===== config.mk =====
export PLATFORM = sky130hd
export DESIGN_NAME = display_tx
export DESIGN_NICKNAME = d
export VERILOG_FILES = /design/src/rtl/display_tx_pkg.sv /design/src/rtl/display_tx_fifo.sv /design/src/rtl/display_tx.sv
export SDC_FILE = /design/constraint.sdc
export NUM_CORES = 1
export LEC_CHECK = 0
export CORE_MARGIN = 1.5
export CORE_UTILIZATION = 49
export CTS_BUF_LIST = sky130_fd_sc_hd__clkbuf_8
export DETAILED_ROUTE_END_ITERATION = 8
export GPL_TIMING_DRIVEN = 0
export MAX_ROUTING_LAYER = met4
export PLACE_DENSITY = 0.82
export SLEW_MARGIN = 30
export SYNTH_ARGS = -nofsm -noshare
export SYNTH_HDL_FRONTEND = slang
export SYNTH_SLANG_ARGS = --single-unit

===== constraint.sdc =====
create_clock -name Clk -period 2.3 [get_ports Clk]
set_input_delay 0.23 -clock Clk [delete_from_list [all_inputs] [get_ports Clk]]
set_output_delay 0.23 -clock Clk [all_outputs]
set_load 0.02 [all_outputs]

===== src/rtl/display_tx_pkg.sv =====
`default_nettype none
// ============================================================================
// Module   : display_tx_pkg
// Brief    : Shared types and constants for the LC-3 display transmitter.
// Revision : 1.0 - initial release
// ============================================================================
package display_tx_pkg;

    localparam int DISPLAY_TX_CLKS_PER_BIT_DEFAULT = 16;
    localparam int DISPLAY_TX_FIFO_DEPTH           = 4;

    typedef enum logic [1:0] {
        ST_IDLE  = 2'd0,
        ST_START = 2'd1,
        ST_DATA  = 2'd2,
        ST_STOP  = 2'd3
    } tx_state_t;

endpackage
`default_nettype wire


===== src/rtl/display_tx_fifo.sv =====
`default_nettype none
// ============================================================================
// Module   : display_tx_fifo
// Brief    : Small show-ahead FIFO queuing characters behind the active frame.
// Revision : 1.0 - initial release
// ============================================================================
module display_tx_fifo
    import display_tx_pkg::*;
#(
    parameter int DEPTH = DISPLAY_TX_FIFO_DEPTH,
    parameter int WIDTH = 8
) (
    input  logic                         clk,
    input  logic                         rst,
    input  logic                         i_push,
    input  logic                         i_pop,
    input  logic [WIDTH-1:0]             i_data,
    output logic [WIDTH-1:0]             o_data,
    output logic                         o_full,
    output logic                         o_empty,
    output logic [$clog2(DEPTH+1)-1:0]   o_count
);
    localparam int c_PTR_W = (DEPTH > 1) ? $clog2(DEPTH) : 1;
    localparam int c_CNT_W = $clog2(DEPTH + 1);
    localparam logic [c_PTR_W-1:0] c_PTR_LAST = c_PTR_W'(DEPTH - 1);

    logic [WIDTH-1:0]   r_mem [DEPTH];
    logic [c_PTR_W-1:0] r_wr_ptr;
    logic [c_PTR_W-1:0] r_rd_ptr;
    logic [c_CNT_W-1:0] r_count;
    logic               w_do_push;
    logic               w_do_pop;

    assign o_full    = (r_count == c_CNT_W'(DEPTH));
    assign o_empty   = (r_count == '0);
    assign o_count   = r_count;
    assign o_data    = r_mem[r_rd_ptr];
    assign w_do_push = i_push && !o_full;
    assign w_do_pop  = i_pop && !o_empty;

    always_ff @(posedge clk or posedge rst) begin
        if (rst) begin
            r_wr_ptr <= '0;
            r_rd_ptr <= '0;
            r_count  <= '0;
        end else begin
            if (w_do_push) begin
                r_wr_ptr <= (r_wr_ptr == c_PTR_LAST) ? '0 : r_wr_ptr + c_PTR_W'(1);
            end
            if (w_do_pop) begin
                r_rd_ptr <= (r_rd_ptr == c_PTR_LAST) ? '0 : r_rd_ptr + c_PTR_W'(1);
            end
            r_count <= r_count + c_CNT_W'(w_do_push) - c_CNT_W'(w_do_pop);
        end
    end

    // Storage needs no reset: the pointers define which entries are valid.
    always_ff @(posedge clk) begin
        if (w_do_push) begin
            r_mem[r_wr_ptr] <= i_data;
        end
    end

endmodule
`default_nettype wire


===== src/rtl/display_tx.sv =====
`default_nettype none
// ============================================================================
// Module   : display_tx
// Brief    : LC-3 display data register driving an 8N1 serial line.
//            Define DISPLAY_TX_FIFO_EN to queue up to 4 characters.
// Revision : 1.0 - initial release
// ============================================================================
module display_tx
    import display_tx_pkg::*;
#(
    parameter int CLKS_PER_BIT = DISPLAY_TX_CLKS_PER_BIT_DEFAULT
) (
    input  logic        Clk,
    input  logic        Reset,
    input  logic        DDR_WE,
    input  logic [15:0] DDR_In,
    output logic [15:0] DSR_Out,
    output logic        TX,
    output logic        Busy
);
    localparam int c_BAUD_W = (CLKS_PER_BIT > 1) ? $clog2(CLKS_PER_BIT) : 1;
    localparam logic [c_BAUD_W-1:0] c_BAUD_LAST = c_BAUD_W'(CLKS_PER_BIT - 1);

    tx_state_t           r_state;
    logic [c_BAUD_W-1:0] r_baud;
    logic [2:0]          r_bit_idx;
    logic [7:0]          r_shift;
    logic                r_tx;
    logic                r_busy;
    logic                r_ready;

    logic                w_accept;
    logic                w_baud_done;
    logic                w_frame_end;
    logic                w_load;
    logic                w_ready_next;
    logic [7:0]          w_next_byte;
    logic                w_unused_hi;

    assign w_accept    = DDR_WE && r_ready;
    assign w_baud_done = (r_baud == c_BAUD_LAST);
    assign w_frame_end = (r_state == ST_STOP) && w_baud_done;
    assign w_unused_hi = ^DDR_In[15:8];

`ifdef DISPLAY_TX_FIFO_EN
    localparam int c_CNT_W = $clog2(DISPLAY_TX_FIFO_DEPTH + 1);

    logic               w_direct;
    logic               w_push;
    logic               w_pop;
    logic               w_fifo_full;
    logic               w_fifo_empty;
    logic [7:0]         w_fifo_data;
    logic [c_CNT_W-1:0] w_fifo_count;
    logic [c_CNT_W-1:0] w_count_next;

    // A write bypasses the queue when the shifter would otherwise go idle.
    assign w_direct     = w_accept && ((r_state == ST_IDLE) || (w_frame_end && w_fifo_empty));
    assign w_push       = w_accept && !w_direct && !w_fifo_full;
    assign w_pop        = w_frame_end && !w_fifo_empty;
    assign w_load       = w_direct || w_pop;
    assign w_next_byte  = w_direct ? DDR_In[7:0] : w_fifo_data;
    assign w_count_next = w_fifo_count + c_CNT_W'(w_push) - c_CNT_W'(w_pop);
    assign w_ready_next = (w_count_next < c_CNT_W'(DISPLAY_TX_FIFO_DEPTH));

    display_tx_fifo #(
        .DEPTH (DISPLAY_TX_FIFO_DEPTH),
        .WIDTH (8)
    ) u_fifo (
        .clk     (Clk),
        .rst     (Reset),
        .i_push  (w_push),
        .i_pop   (w_pop),
        .i_data  (DDR_In[7:0]),
        .o_data  (w_fifo_data),
        .o_full  (w_fifo_full),
        .o_empty (w_fifo_empty),
        .o_count (w_fifo_count)
    );
`else
    assign w_load       = w_accept && (r_state == ST_IDLE);
    assign w_next_byte  = DDR_In[7:0];
    assign w_ready_next = ((r_state == ST_IDLE) && !w_accept) || w_frame_end;
`endif

    always_ff @(posedge Clk or posedge Reset) begin
        if (Reset) begin
            r_state   <= ST_IDLE;
            r_baud    <= '0;
            r_bit_idx <= '0;
            r_shift   <= '0;
            r_tx      <= 1'b1;
            r_busy    <= 1'b0;
            r_ready   <= 1'b1;
        end else begin
            r_ready <= w_ready_next;
            case (r_state)
                ST_IDLE: begin
                    r_baud    <= '0;
                    r_bit_idx <= '0;
                    if (w_load) begin
                        r_shift <= w_next_byte;
                        r_tx    <= 1'b0;
                        r_busy  <= 1'b1;
                        r_state <= ST_START;
                    end
                end
                ST_START: begin
                    if (w_baud_done) begin
                        r_baud    <= '0;
                        r_bit_idx <= '0;
                        r_tx      <= r_shift[0];
                        r_state   <= ST_DATA;
                    end else begin
                        r_baud <= r_baud + c_BAUD_W'(1);
                    end
                end
                ST_DATA: begin
                    if (w_baud_done) begin
                        r_baud <= '0;
                        if (r_bit_idx == 3'd7) begin
                            r_tx    <= 1'b1;
                            r_state <= ST_STOP;
                        end else begin
                            r_bit_idx <= r_bit_idx + 3'd1;
                            r_shift   <= {1'b0, r_shift[7:1]};
                            r_tx      <= r_shift[1];
                        end
                    end else begin
                        r_baud <= r_baud + c_BAUD_W'(1);
                    end
                end
                ST_STOP: begin
                    if (w_baud_done) begin
                        r_baud <= '0;
                        // A pending character restarts immediately: no idle gap.
                        if (w_load) begin
                            r_shift <= w_next_byte;
                            r_tx    <= 1'b0;
                            r_state <= ST_START;
                        end else begin
                            r_busy  <= 1'b0;
                            r_state <= ST_IDLE;
                        end
                    end else begin
                        r_baud <= r_baud + c_BAUD_W'(1);
                    end
                end
                default: begin
                    r_tx    <= 1'b1;
                    r_busy  <= 1'b0;
                    r_state <= ST_IDLE;
                end
            endcase
        end
    end

    assign TX      = r_tx;
    assign Busy    = r_busy;
    assign DSR_Out = {r_ready, 15'b0};

endmodule
`default_nettype wire


* Word level (Yosys, flattened, before mapping)
Index checks and enable logic that the tools add are counted.
** Storage, ports and cells
- Register bits :: 20
- Input port bits :: 19
- Output and inout port bits :: 18
** Operators by class
- Add/sub/neg operators :: 2
- Muxes and demuxes :: 28
- Reduce and logical (&&, ||, !) cells :: 16
- Equality and inequality tests :: 12
** Operator list (count)
- $mux W8 :: 4
- $pmux W8 S3 :: 1
- $ne A2 B2 Y1 const B :: 7
- $reduce_and A4 Y1 :: 3
- $mux W2 :: 5
- $mux W1 :: 9
- $mux W3 :: 3
- $pmux W3 S3 :: 1
- $pmux W2 S4 :: 1
- $pmux W4 S2 :: 1
- $reduce_bool A3 Y1 :: 2
- $reduce_and A5 Y1 :: 1
- $add A4 B1 Y4 const B :: 1
- $eq A2 B2 Y1 const B :: 2
- $eq A4 B4 Y1 const B :: 1
- $logic_and A1 B1 Y1 :: 4
- $mux W4 :: 1
- $pmux W1 S4 :: 1
- $add A3 B1 Y3 const B :: 1
- $eq A3 B3 Y1 const B :: 1
- $reduce_and A3 Y1 :: 1
- $reduce_or A3 Y1 :: 1
- $eq A2 B1 Y1 const B :: 1
- $logic_not A2 Y1 :: 1
- 4 further kinds :: 4

* Depth between registers and ports, before layout
Gate-level depths: netlist (run 1).
- Word-level depth :: 5
- Mapped depth :: 7
- Mapped depth without buffers :: 6

* Worst setup path before layout (run 1)
Ideal clock, no wire load.
- Kind :: flip-flop to flip-flop
- Start :: register r_state[0]
- End :: register r_shift[0]
- Setup time :: 125 ps
- Buffers on the path :: 2
- Stages on the path, launching flop included :: 7
- Clock period less this slack :: 1753 ps
- Required time :: 2175 ps
- Path slack :: 547 ps
- Arrival time :: 1628 ps
- Path through :: dfrtp_1 -> inv_1 -> ha_1 -> buf_4 -> buf_2 -> mux2_2 -> mux2_4
** On the way
- Cells in the longest elaborated chain, start to end :: 5
- Elaborated cells on any way between the ends :: 12
** RTL lines
- from (decl) :: RTL line display_tx.sv:24 : tx_state_t r_state;
- from (signal assigned) :: RTL line display_tx.sv:88 : r_state <= ST_IDLE;
- from (signal assigned) :: RTL line display_tx.sv:105 : r_state <= ST_START;
- from (signal assigned) :: RTL line display_tx.sv:113 : r_state <= ST_DATA;
- $logic_not A2 Y1 :: RTL line display_tx.sv:81, display_tx.sv:97
- $logic_and A1 B1 Y1 :: RTL line display_tx.sv:81 : assign w_load = w_accept && (r_state == ST_IDLE);
- $mux W8 (2 in series)
- $pmux W8 S3 :: RTL line display_tx.sv:97 : case (r_state)
- to (signal assigned) :: RTL line display_tx.sv:102 : r_shift <= w_next_byte;
- to (signal assigned) :: RTL line display_tx.sv:126 : r_shift <= {1'b0, r_shift[7:1]};
- to (signal assigned) :: RTL line display_tx.sv:138 : r_shift <= w_next_byte;
- to (decl) :: RTL line display_tx.sv:27 : logic [7:0] r_shift;
Several ways; a longest one is shown, not always the timed one. The select of a mux whose other input is x is not followed.
A chain may end at the register's enable or synchronous reset.

* Worst setup path in the final report (run 1)
- Start :: register r_state[0]
- End :: register r_bit_idx[1]
** On the way
- Cells in the longest elaborated chain, start to end :: 3
- Elaborated cells on any way between the ends :: 9
** RTL lines
- $eq A2 B2 Y1, or another cell as far along :: RTL line display_tx.sv:97
- $ne A2 B2 Y1 (no source line) or $reduce_bool A3 Y1 (tied branches)
- $reduce_and A4 Y1 (no source line)
- to (signal assigned) :: RTL line display_tx.sv:125 : r_bit_idx <= r_bit_idx + 3'd1;
- to (decl) :: RTL line display_tx.sv:26 : logic [2:0] r_bit_idx;
Several ways; a longest one is shown, not always the timed one.

==> run metrics, run 1 <==
core area=2520 µm²; root buffer selected by CTS=clkbuf_8; Yosys warning total=0; Worst EP arrival=2.12 ns; max_cap viols=0; Wirelength per Cell=13.4 µm; initial antenna violation count=0; Commonest cells post-synth=dfrtp_1, buf_4, ha_1, mux2_2, inv_1; DPL Wire Length=1810 µm; H-tree depth=1; TNS Setup=0 ns; aggregate global-route resource usage=0.202; GPL Wtd Cong=0.777; CTS Buf Count=3; relative slew slack=0.503; Cell variety after synth=31; share of cells above drive strength 1=0.305; fmax=506 MHz; 1st-pass router iterations=4; Final Setup Violations=0; Post-synth EDFFs=0; # fillers=213; count leader, synth=dfrtp_1; CTS Buffer Depth=2; final WL=roughly 2400 µm; Fin. Hold Viols=0; Die X=roughly 55 µm; post-route antenna net violation count=0; fin crit share=0.859; Crit Path Max Fanout=10; port bufs=13; Sink Count=20; ant diodes=0; GR Util met2=0.367; worst path required time=2.44 ns; met3 GRT Util=0.0574; CTS tree=done; RSZ-0062 raised after global routing=false; Top FF cell, synth=dfrtp_1; Top Ports=37; number of synthesized register bits=20; postcts setup bufs=0; chip height=54.9 µm; Iteration-0 DRC Markers=16; Initial Util=0.523; outcome=finished, final reports clean; Resized cells post-CTS=0; Hold Crit Class=input pin to asynchronous set/reset pin; pin count of the biggest net entering global routing=21; row cnt=18; Max VDD drop=0.000474 V; post-synthesis cell count=between 100 and 150; CTS Hold Bufs=0; share of the synthesized area in the top cell type=0.342; Seq/Total Area, Yosys=0.381; first-pass GRT wire length=around 4200 µm; critical path class=flip-flop to flip-flop; routed vias=919; vias per cell=5.08; Layout Nets=182; number of global-route vias before repair=929; ys async rst share=1.00; critical-path cell list=inv_1, ha_1, buf_4, nor3_1, a21oi_1, a21boi_0, o211ai_1; number of remaining DRC errors=0; pwr/cell area=481 nW/µm²; DIE AREA=3010 µm²; Worst-Skew Late Latency=0.27 ns; Reg clk slew, reported paths=0.08 ns; design area=~1600 µm²; Worst-Margin Slew=around 0.74 ns; slowest stage cell, crit path=dfrtp_1; Yosys top cell by area=dfrtp_1; Synth area leaders=dfrtp_1, ha_1, buf_4; CP Launch Type=flip-flop; area growth from synthesis to layout=22.1%; gr busiest metal=met2; synthesized area per cell=11.0 µm²; mapped cell area=1320 µm²; grt met1 use=0.226; clock skew=between 0.007 and 0.008 ns; Final Critical Period=1.98 ns; placed cell area=between 1500 and 2000 µm²; slowest cell delay on critical path=0.42 ns; Leak=0.811 nW; fin. max-slew vios=0; grt total ovfl=0; CP Capture Type=flip-flop
final timing paths:
check / start / endpoint / slack, ns / depth (start not counted)
worst max-delay path: r_state[0] / r_bit_idx[1] / 0.32 / 7
worst min-delay path: Reset / r_state[1] / 0.39 / 2
worst max register to register: r_state[0] / r_bit_idx[1] / 0.32 / 7
worst min register to register: r_baud[0] / r_baud[0] / 0.50 / 1
max in group asynchronous: Reset / r_shift[3] / 1.44 / 2
min in group Clk: r_baud[0] / r_baud[0] / 0.50 / 1
layout by cell type, fill, tap and decap left out, types with 2 or more instances in the layout:
master,Yosys,routed
inv_1,9,9
mux2_2,11,11
clkdlybuf4s50_1,0,13
nor2_1,4,4
o21ai_0,3,3
ha_1,11,11
clkbuf_8,0,3
a21boi_0,2,2
nand4_1,3,3
mux2_4,5,5
dfrtp_1,18,18
buf_4,17,17
a22o_1,2,2
a21oi_1,5,5
conb_1,1,15
nand3_1,5,5
dfstp_2,2,2
nor3_1,3,3
o211ai_1,3,3
nand2_1,3,3
report_power, final:
| part | leakage, nW | internal [mW] | total [mW] | switching [mW] |
|---|---|---|---|---|
| sequential | 0.258 | 0.352 | 0.352 | 0 |
| combinational | 0.518 | 0.0319 | 0.0657 | 0.0338 |
| clock | 0.0357 | 0.233 | 0.358 | 0.125 |
| total | 0.811 | 0.616 | 0.775 | 0.159 |
layer usage:
layer  up-vias  share of wire
met5         -              0
met3         0          0.041
met1       446           0.43
met4         0              0
li1        450              -
met2        23           0.52
stage by stage:
step	hold slack [ns]	power [mW]	util	instances	setup WS [ns]
2_1_floorplan	0.192	0.404	-	134	0.547
3_3_place_gp	0.481	0.423	0.610	177	0.441
3_5_place_dp	0.480	0.424	0.610	177	0.353
4_1_cts	0.424	0.781	0.638	181	0.340
5_1_grt	0.479	0.809	0.638	181	0.219
6_report	0.389	0.775	0.638	181	0.324
sequential cells by signal, indices dropped and copies added, names as in the netlist:
name,flops
TX,1
Busy,1
r_state,2
r_ready,1
r_baud,4
r_shift,8
r_bit_idx,3
critical path, delay by kind of cell, from the launching register on:
kind	cells	cell delay (ns)
fa+ha+maj	1	0.20
flops	1	0.42
simple gates	1	0.07
buf+inv	2	0.37
compound gates	3	0.79
final cells by class:
cell class,count,area (µm²),area share
clock buffers,3,41.3,0.0256
well taps,30,37.5,0.0233
repair buffers,13,130,0.0808
plain buffers,19,144,0.0894
clock inverters,1,30.0,0.0186
multi-input cells,86,691,0.429
flip-flops and latches,20,503,0.312
inverters,9,33.8,0.0210
cells by family (layout without fill, tap and decap cells):
logic type,after synthesis,count (layout),share of synthesized area
compound gates,19,19,0.119
xor+xnor,1,1,0.00664
other cells,1,15,0.00284
fa+ha+maj,11,11,0.104
buf+inv,28,45,0.135
flops,20,20,0.381
simple gates,23,23,0.0930
mux,17,17,0.158
Power figures use the tool's default switching activity.
==> run 2, diff against run 1 <==
- CORE_UTILIZATION: 49 -> 25
- PLACE_DENSITY: 0.82 -> default
==> run metrics, run 2 (synthesis gave the netlist of run 1 again) <==
outcome=finished, final reports clean; Worst-Margin Slew=0.751 ns; largest delay contributor family on the critical path=compound AO/OA/AOI/OAI gates; Top Ports=37; DPL Wire Length=approximately 1700 µm; Regs by FF count=r_shift (8), r_baud (4), r_bit_idx (3); slowest cell delay on critical path=0.43 ns; # fillers=545; Fin. Hold Viols=0; number of remaining DRC errors=0; Bufs and invs on worst path=2; relative slew slack=0.499; RSZ-0062 raised after global routing=false; Final Critical Period=1.98 ns; area growth from synthesis to layout=24.7%; ant diodes=0; worst r2r src=r_state[0]; CTS tree=done; final WL=2180 µm; slowest stage cell, crit path=a21boi_0; R2R cell count=7; R2R Path End=r_bit_idx[2]; critical-path cell list=inv_1, ha_1, buf_4, nor3_1, a21oi_1, a21boi_0, o211ai_1; Die X=75.6 µm; Initial Util=0.258; Iteration-0 DRC Markers=38; number of global-route vias before repair=between 800 and 900; H-tree depth=1; max_cap viols=0; CTS Buffer Depth=2; fin. max-slew vios=0; core area=5110 µm²; CTS Buf Count=3; Max VDD drop=0.000182 V; initial antenna violation count=0; Wirelength per Cell=9.86 µm; routed vias=862; post-route antenna net violation count=0; postcts setup bufs=0; worst path required time=roughly 2.4 ns; fin crit share=0.859; GPL Wtd Cong=roughly 0.75; aggregate global-route resource usage=0.0893; DIE AREA=5720 µm²; Crit Path Max Fanout=10; Sink Count=20; Leak=0.804 nW; critical path class=flip-flop to flip-flop; max reg flops=8; pin count of the biggest net entering global routing=21; 1st-pass router iterations=4; grt total ovfl=0; CP Launch Type=flip-flop; most frequent cells in the layout=dfrtp_1, buf_4, conb_1; TNS Setup=0 ns; share of cells above drive strength 1=0.305; hold slack=0.400 ns; Hold Crit Class=input pin to asynchronous set/reset pin; port bufs=13; vias per cell=between 3 and 4; Resized cells post-CTS=0; CP Capture Type=flip-flop; Most flops, register=r_shift; root buffer selected by CTS=clkbuf_8; row cnt=26; Final Setup Violations=0; fmax=506 MHz; commonest non-fill, non-tap cell in the layout=dfrtp_1; Reg clk slew, reported paths=0.08 ns; R2R Setup Slk=0.32 ns; Worst EP arrival=2.11 ns; CTS Hold Bufs=0; Layout Nets=between 150 and 200; Worst-Skew Late Latency=0.26 ns; clock skew=0.00528 ns; chip height=75.6 µm; first-pass GRT wire length=3750 µm; pwr/cell area=between 400 and 500 nW/µm²
==> run 2: changes by cell type in the layout (fill, tap and decap cells not counted), sizes merged <==
| cell | change |
|---|---|
| bufinv | -1 |
| clkbuf | +1 |
==> run 2: how the worst max path moves through the flow <==
stage,start,to,slack (ns),cells past startpoint
floorplan,r_state[0],r_shift[0],0.55,6
global placement,r_state[0],r_bit_idx[2],0.38,7
detailed placement,r_state[0],r_bit_idx[2],0.33,7
CTS,r_state[0],r_bit_idx[2],0.31,7
global route,r_state[0],r_bit_idx[2],0.18,7
finish,r_state[0],r_bit_idx[2],0.32,7
==> run 2: layout make-up <==
cell class                 count  area (µm²)  share of cell area
multi-input combinational     86         691               0.420
clock buffer                   4        55.1              0.0335
buffer                        19         144              0.0875
timing repair buffer          13         130              0.0791
inverter                       9        33.8              0.0205
tap                           70        87.6              0.0533
sequential                    20         503               0.306
==> run 2: report_power, final <==
| part | switching (mW) | internal, mW | leakage (nW) | total [mW] |
|---|---|---|---|---|
| Sequential | 0 | 0.352 | 0.258 | 0.352 |
| Combinational | 0.0335 | 0.0319 | 0.518 | 0.0654 |
| Clock | 0.121 | 0.152 | 0.0288 | 0.273 |
==> run 2: routing by layer <==
layer	routed length, µm	GRT usage	vias to the layer above
met3	80	0.0172	3
met2	927	0.121	16
met5	0	-	-
met4	25	0.0357	0
met1	1150	0.129	391
li1	-	-	452
==> run 2: stage by stage <==
step | util | area [µm²] | total power, mW | std cells | worst slack, ns
final | 0.322 | 1640 | 0.690 | 221 | 0.325
after global placement | 0.311 | 1590 | 0.424 | 217 | 0.380
after floorplan | - | 1370 | 0.404 | 134 | 0.547
after detailed placement | 0.311 | 1590 | 0.424 | 217 | 0.328
after global routing | 0.322 | 1640 | 0.715 | 221 | 0.179
after CTS | 0.322 | 1640 | 0.696 | 221 | 0.309
